## config.mk

```make
export PLATFORM = sky130hd
export DESIGN_NAME = alu_cmd_sequencer
export DESIGN_NICKNAME = d
export VERILOG_FILES = /design/src/rtl/alu_cmd_sequencer_pkg.sv /design/src/rtl/alu_cmd_fifo.sv /design/src/rtl/alu_cmd_sequencer.sv
export SDC_FILE = /design/constraint.sdc
export NUM_CORES = 1
export LEC_CHECK = 0
export ABC_AREA = 0
export ABC_CLOCK_PERIOD_IN_PS = 7600
export CORE_MARGIN = 2
export CORE_UTILIZATION = 50
export CTS_CLUSTER_DIAMETER = 30
export CTS_CLUSTER_SIZE = 28
export DETAILED_ROUTE_END_ITERATION = 10
export HOLD_SLACK_MARGIN = 0.1
export PLACE_DENSITY = 0.74
export SLEW_MARGIN = 20
export SYNTH_ARGS = -nofsm -noshare
export SYNTH_HDL_FRONTEND = slang
export SYNTH_SLANG_ARGS = --single-unit
```

## constraint.sdc

```tcl
create_clock -name clk -period 7.6 [get_ports clk]
set_clock_uncertainty 0.05 [all_clocks]
set_input_delay 0.76 -clock clk [delete_from_list [all_inputs] [get_ports clk]]
set_output_delay 0.76 -clock clk [all_outputs]
set_load 0.005 [all_outputs]
```

## src/rtl/alu_cmd_sequencer_pkg.sv

```systemverilog
// Shared ALU definitions for the command sequencer: widths, opcodes, FSM states
// and a behavioural ALU function used by the optional result checker.
package alu_cmd_sequencer_pkg;

  localparam int unsigned ALU_DW  = 32;
  localparam int unsigned ALU_OPW = 3;

  typedef enum logic [ALU_OPW-1:0] {
    OP_ADD  = 3'b000,
    OP_SUB  = 3'b001,
    OP_AND  = 3'b010,
    OP_OR   = 3'b011,
    OP_XOR  = 3'b100,
    OP_NOTA = 3'b101,
    OP_SHR  = 3'b110,
    OP_SHL  = 3'b111
  } alu_op_e;

  typedef enum logic [1:0] {
    ST_IDLE,
    ST_ISSUE,
    ST_WAIT,
    ST_RESP
  } seq_state_e;

  // Shift amounts use the full 32-bit b, so b >= 32 yields zero.
  function automatic logic [ALU_DW-1:0] alu_ref(input logic [ALU_OPW-1:0] op,
                                                input logic [ALU_DW-1:0]  a,
                                                input logic [ALU_DW-1:0]  b);
    logic [ALU_DW-1:0] r;
    case (op)
      OP_ADD:  r = a + b;
      OP_SUB:  r = a - b;
      OP_AND:  r = a & b;
      OP_OR:   r = a | b;
      OP_XOR:  r = a ^ b;
      OP_NOTA: r = ~a;
      OP_SHR:  r = a >> b;
      default: r = a << b;
    endcase
    return r;
  endfunction

endpackage

```

## src/rtl/alu_cmd_fifo.sv

```systemverilog
// Synchronous command FIFO with full/empty/count status; DEPTH must be a power of 2.
module alu_cmd_fifo #(
  parameter int unsigned WIDTH = 71,
  parameter int unsigned DEPTH = 4
) (
  input  logic                       clk,
  input  logic                       rst,
  input  logic                       i_push,
  input  logic [WIDTH-1:0]           i_wdata,
  input  logic                       i_pop,
  output logic [WIDTH-1:0]           o_rdata,
  output logic                       o_full,
  output logic                       o_empty,
  output logic [$clog2(DEPTH):0]     o_count
);

  localparam int unsigned AW = $clog2(DEPTH);
  localparam int unsigned CW = AW + 1;

  logic [WIDTH-1:0] r_mem [DEPTH];
  logic [AW-1:0]    r_wptr;
  logic [AW-1:0]    r_rptr;
  logic [CW-1:0]    r_count;
  logic             w_push;
  logic             w_pop;

  assign o_full  = (r_count == CW'(DEPTH));
  assign o_empty = (r_count == '0);
  assign o_count = r_count;
  assign o_rdata = r_mem[r_rptr];
  assign w_push  = i_push && !o_full;
  assign w_pop   = i_pop && !o_empty;

  always_ff @(posedge clk) begin
    if (w_push) r_mem[r_wptr] <= i_wdata;
  end

  always_ff @(posedge clk) begin
    if (rst) begin
      r_wptr  <= '0;
      r_rptr  <= '0;
      r_count <= '0;
    end else begin
      if (w_push) r_wptr <= r_wptr + 1'b1;
      if (w_pop)  r_rptr <= r_rptr + 1'b1;
      case ({w_push, w_pop})
        2'b10:   r_count <= r_count + 1'b1;
        2'b01:   r_count <= r_count - 1'b1;
        default: r_count <= r_count;
      endcase
    end
  end

endmodule

```

## src/rtl/alu_cmd_sequencer.sv

```systemverilog
// Command front end for the registered 8-op ALU: FIFO-buffered tagged commands,
// one in flight, in-order tagged responses. Define ALU_SEQ_CHECK_EN for the result checker.
module alu_cmd_sequencer
  import alu_cmd_sequencer_pkg::*;
#(
  parameter int unsigned DEPTH = 4,
  parameter int unsigned TAG_W = 4
) (
  input  logic                clk,
  input  logic                rst,
  input  logic                cmd_valid,
  output logic                cmd_ready,
  input  logic [ALU_OPW-1:0]  cmd_op,
  input  logic [ALU_DW-1:0]   cmd_a,
  input  logic [ALU_DW-1:0]   cmd_b,
  input  logic [TAG_W-1:0]    cmd_tag,
  output logic                rsp_valid,
  input  logic                rsp_ready,
  output logic [ALU_DW-1:0]   rsp_data,
  output logic [TAG_W-1:0]    rsp_tag,
  output logic [ALU_DW-1:0]   alu_a,
  output logic [ALU_DW-1:0]   alu_b,
  output logic [ALU_OPW-1:0]  alu_s,
  output logic                alu_rst,
  input  logic [ALU_DW-1:0]   alu_out,
  output logic                busy,
  output logic                chk_err
);

  localparam int unsigned FW = ALU_OPW + 2 * ALU_DW + TAG_W;

  seq_state_e          r_state;
  logic [TAG_W-1:0]    r_tag;
  logic [ALU_DW-1:0]   r_alu_a;
  logic [ALU_DW-1:0]   r_alu_b;
  logic [ALU_OPW-1:0]  r_alu_s;
  logic                r_rsp_valid;
  logic [ALU_DW-1:0]   r_rsp_data;
  logic [TAG_W-1:0]    r_rsp_tag;

  logic [FW-1:0]       w_fifo_rdata;
  logic                w_fifo_full;
  logic                w_fifo_empty;
  logic [$clog2(DEPTH):0] w_fifo_count;
  logic                w_pop;
  logic [ALU_OPW-1:0]  w_head_op;
  logic [ALU_DW-1:0]   w_head_a;
  logic [ALU_DW-1:0]   w_head_b;
  logic [TAG_W-1:0]    w_head_tag;

  alu_cmd_fifo #(
    .WIDTH (FW),
    .DEPTH (DEPTH)
  ) u_fifo (
    .clk     (clk),
    .rst     (rst),
    .i_push  (cmd_valid),
    .i_wdata ({cmd_op, cmd_a, cmd_b, cmd_tag}),
    .i_pop   (w_pop),
    .o_rdata (w_fifo_rdata),
    .o_full  (w_fifo_full),
    .o_empty (w_fifo_empty),
    .o_count (w_fifo_count)
  );

  assign w_head_tag = w_fifo_rdata[TAG_W-1:0];
  assign w_head_b   = w_fifo_rdata[TAG_W +: ALU_DW];
  assign w_head_a   = w_fifo_rdata[TAG_W + ALU_DW +: ALU_DW];
  assign w_head_op  = w_fifo_rdata[TAG_W + 2 * ALU_DW +: ALU_OPW];

  // The head is consumed from IDLE, or from RESP on the same edge the response handshakes.
  assign w_pop = !w_fifo_empty &&
                 ((r_state == ST_IDLE) || ((r_state == ST_RESP) && rsp_ready));

  always_ff @(posedge clk) begin
    if (rst) begin
      r_state     <= ST_IDLE;
      r_tag       <= '0;
      r_alu_a     <= '0;
      r_alu_b     <= '0;
      r_alu_s     <= '0;
      r_rsp_valid <= 1'b0;
      r_rsp_data  <= '0;
      r_rsp_tag   <= '0;
    end else begin
      if (w_pop) begin
        r_alu_a <= w_head_a;
        r_alu_b <= w_head_b;
        r_alu_s <= w_head_op;
        r_tag   <= w_head_tag;
      end
      case (r_state)
        ST_IDLE:  if (w_pop) r_state <= ST_ISSUE;
        ST_ISSUE: r_state <= ST_WAIT;
        ST_WAIT: begin
          r_rsp_data  <= alu_out;
          r_rsp_tag   <= r_tag;
          r_rsp_valid <= 1'b1;
          r_state     <= ST_RESP;
        end
        ST_RESP: begin
          if (rsp_ready) begin
            r_rsp_valid <= 1'b0;
            r_state     <= w_pop ? ST_ISSUE : ST_IDLE;
          end
        end
        default: r_state <= ST_IDLE;
      endcase
    end
  end

  assign cmd_ready = !w_fifo_full;
  assign rsp_valid = r_rsp_valid;
  assign rsp_data  = r_rsp_data;
  assign rsp_tag   = r_rsp_tag;
  assign alu_a     = r_alu_a;
  assign alu_b     = r_alu_b;
  assign alu_s     = r_alu_s;
  assign alu_rst   = rst;
  assign busy      = (w_fifo_count != '0) || (r_state != ST_IDLE);

`ifdef ALU_SEQ_CHECK_EN
  logic [ALU_DW-1:0] r_exp;
  logic              r_chk_err;

  always_ff @(posedge clk) begin
    if (rst) begin
      r_exp     <= '0;
      r_chk_err <= 1'b0;
    end else begin
      if (w_pop) r_exp <= alu_ref(w_head_op, w_head_a, w_head_b);
      if ((r_state == ST_WAIT) && (alu_out != r_exp)) r_chk_err <= 1'b1;
    end
  end

  assign chk_err = r_chk_err;
`else
  assign chk_err = 1'b0;
`endif

endmodule

```

==> impl_metrics.json <==
{
  "fin_cells": 1575,
  "post-route-period-util_pct": 45.3,
  "synth.cell_area_um2": 14800,
  "drc": 0,
  "synth_nets": 1009,
  "required_ns": 6.79,
  "dp_slack_ns": 4.12,
  "netlist_instances": 892,
  "initial_utilization_pct": 50.5,
  "cts_buffers": 74,
  "vias": 8752,
  "cts_tree": "yes",
  "setup_ws_ns": 4.15,
  "grt_pass1_vias": 9060,
  "worstRegToRegCells": 10,
  "dpl_cell_area_um2": 17200,
  "seqPwrFrac_pct": 35.5,
  "ys_warn_count": 0,
  "clk-insertion-delay-late_ns": 0.57,
  "finalWirelength_mm": 32.8,
  "drive_above_1_share_pct": 19.0,
  "htreeDepth": 3,
  "dp_cells": 1434,
  "p_leak_nw": 6.61,
  "arrival_ns": 2.64,
  "syn_area_per_cell_um2": 16.6,
  "fin_nets": 1238,
  "setup_tns_ns": 0,
  "critPathLaunch": "r_state[0]",
  "grt_use_total_pct": 21.2,
  "power.switching_mw": 2.34,
  "synth.distinct_cells": 37,
  "p_comb_share_pct": 23.3,
  "peakVddDrop_v": 0.000281,
  "post_cts_buffers": 0,
  "fmax_mhz": 290,
  "die_w_um": 176,
  "rsz0062_at_grt": "false",
  "dr.pass1.iters": 5,
  "p_per_area_nw_per_um2": 412,
  "end_kind": "primary output",
  "clock-sinks": 401,
  "cp_max_fo": 4,
  "sw_frac_of_total_pct": 28.5,
  "status": "completed",
  "drv_cap": 0,
  "die_area_um2": 31100,
  "overflow": 0,
  "fin_worst_hold_slack_ns": 0.424,
  "layout-area-overhead-vs-synth_pct": 34.1,
  "die_h_um": 176,
  "ioPinCount": 215,
  "min_period_ns": 3.45,
  "finalMaxSlewViolations": 0,
  "power.total_mw": 8.21,
  "layout_commonest_cell": "edfxtp_1",
  "grtUsageMet1_pct": 27.5,
  "top_usage_layer": "met2",
  "dp_hpwl_mm": 17.3,
  "reg2reg_to": "u_fifo.o_count[2]",
  "hold_buffers": 0,
  "grt_max_degree": 75,
  "r2r_slack_ns": 4.65,
  "grtUsageMet2_pct": 34.5,
  "clk_pin_slew_ns": 0.05,
  "rows": 63,
  "slew_headroom_pct": 34.5,
  "cts_resized": 0,
  "clockBufferDepth": 3,
  "tightestPinTransition_ns": 0.982,
  "gp_congestion": 0.724,
  "setup_violations": 0,
  "utilization_pct": 67.7,
  "critPathCapture": "busy",
  "synth_edf_count": 284,
  "synth_ff_type": "edfxtp_1",
  "viasPerCell": 5.56,
  "hp-class": "flip-flop to flip-flop",
  "grt_antenna_before_repair": 3,
  "grt_pass1_wl_mm": 49.8,
  "ys_seq_area_share_pct": 73.2,
  "fin_area_um2": 19900,
  "core_area_um2": 29400,
  "io_buffers": 213,
  "synth-seq-cells": 401,
  "grt.met3_usage_pct": 4.95,
  "worstSetupPathType": "flip-flop to primary output",
  "worstReg2RegStart": "r_state[1]",
  "hold_viol": 0,
  "nFillCells": 1961,
  "root_buffer": "clkbuf_16",
  "wire_per_inst_um": 20.8,
  "ys_async_sr_fraction_pct": 0,
  "crit_path_start_kind": "flip-flop",
  "drtIter0Drc": 667,
  "p_clk_share_pct": 41.2,
  "intPower_mw": 5.87,
  "antenna_left": 0,
  "final_cell_mix": "edfxtp_1, clkdlybuf4s50_1, dfxtp_1, a21oi_1, clkbuf_16"
}
[registers in the layout (all words and copies together), names as in the netlist]
name / cells
alu_a: 32
u_fifo.r_rptr: 2
u_fifo.r_wptr: 2
alu_b: 32
rsp_valid: 1
alu_s: 3
r_tag: 4
u_fifo.r_mem: 284
rsp_tag: 4
u_fifo.o_count: 3
r_state: 2
rsp_data: 32
[power groups by stage]
stage / Clock, mW / Combinational, mW / Sequential (mW)
2_1_floorplan: 0 / 1.22 / 2.87
3_3_place_gp: 0 / 1.85 / 2.96
3_5_place_dp: 0 / 1.89 / 2.98
4_1_cts: 3.43 / 1.91 / 2.94
5_1_grt: 3.54 / 2.07 / 2.95
6_report: 3.38 / 1.91 / 2.92
[worst min path at each step]
stage                    from        end  slack (ns)  depth (start not counted)
floorplan            r_tag[0]   r_tag[0]        0.40                          2
global placement     alu_b[3]   alu_b[3]        0.41                          2
detailed placement   r_tag[2]   r_tag[2]        0.42                          2
CTS                  r_tag[2]   r_tag[2]        0.42                          2
global route         r_tag[2]   r_tag[2]        0.44                          2
finish              alu_a[27]  alu_a[27]        0.42                          2
[cell type report]
| class | count | area [um2] | share of cell area [%] |
|---|---|---|---|
| antenna | 2 | 5.00 | 0.0251 |
| clock buffer | 91 | 2060 | 10.3 |
| clock inverter | 47 | 591 | 2.97 |
| inverter | 9 | 33.8 | 0.170 |
| multi-input combinational | 413 | 3640 | 18.3 |
| sequential | 401 | 10900 | 54.6 |
| tap | 390 | 488 | 2.45 |
| timing repair buffer | 222 | 2220 | 11.1 |
[cells in the mapped netlist (all sizes together), types with 2 or more instances]
master | number | area, um2
clkbuf | 27 | 104
a21o | 3 | 23.8
nand2 | 2 | 7.51
inv | 9 | 33.8
and3 | 4 | 25.0
dfxtp | 117 | 2340
edfxtp | 284 | 8530
buf | 42 | 262
mux2i | 36 | 360
or3 | 4 | 26.3
nor2 | 43 | 161
nand3 | 73 | 365
ha | 9 | 113
a21oi | 79 | 395
mux4 | 71 | 1600
o21ai | 74 | 370
xor2 | 2 | 17.5
[logic make-up (layout without fill, tap and decap cells)]
group | Yosys count | in the layout | synth area share, %
buffers and inverters | 78 | 369 | 2.69
flip-flops | 401 | 401 | 73.2
adder cells (fa/ha/maj) | 10 | 10 | 0.893
AND/OR/NAND/NOR | 133 | 133 | 4.29
other | 1 | 3 | 0.0253
multiplexers | 107 | 107 | 13.2
AO/OA/AOI/OAI | 160 | 160 | 5.59
XOR/XNOR | 2 | 2 | 0.118
[metal layers]
layer / vias up / part of all wire [%] / routed length [um]
li1: 3956 / - / -
met1: 4365 / 41 / 13400
met2: 350 / 49 / 16100
met3: 79 / 7.5 / 2450
met4: 2 / 2.8 / 914
met5: - / 0.040 / 13
[worst max-delay path: stages (launching register included)]
cell and delay [ns]:
dfxtp_1 0.32, inv_1 0.16, ha_1 0.28, nor4b_1 0.68
inv_1 0.14, clkdlybuf4s50_1 0.50
No activity file was read; power rests on OpenSTA's default activity.
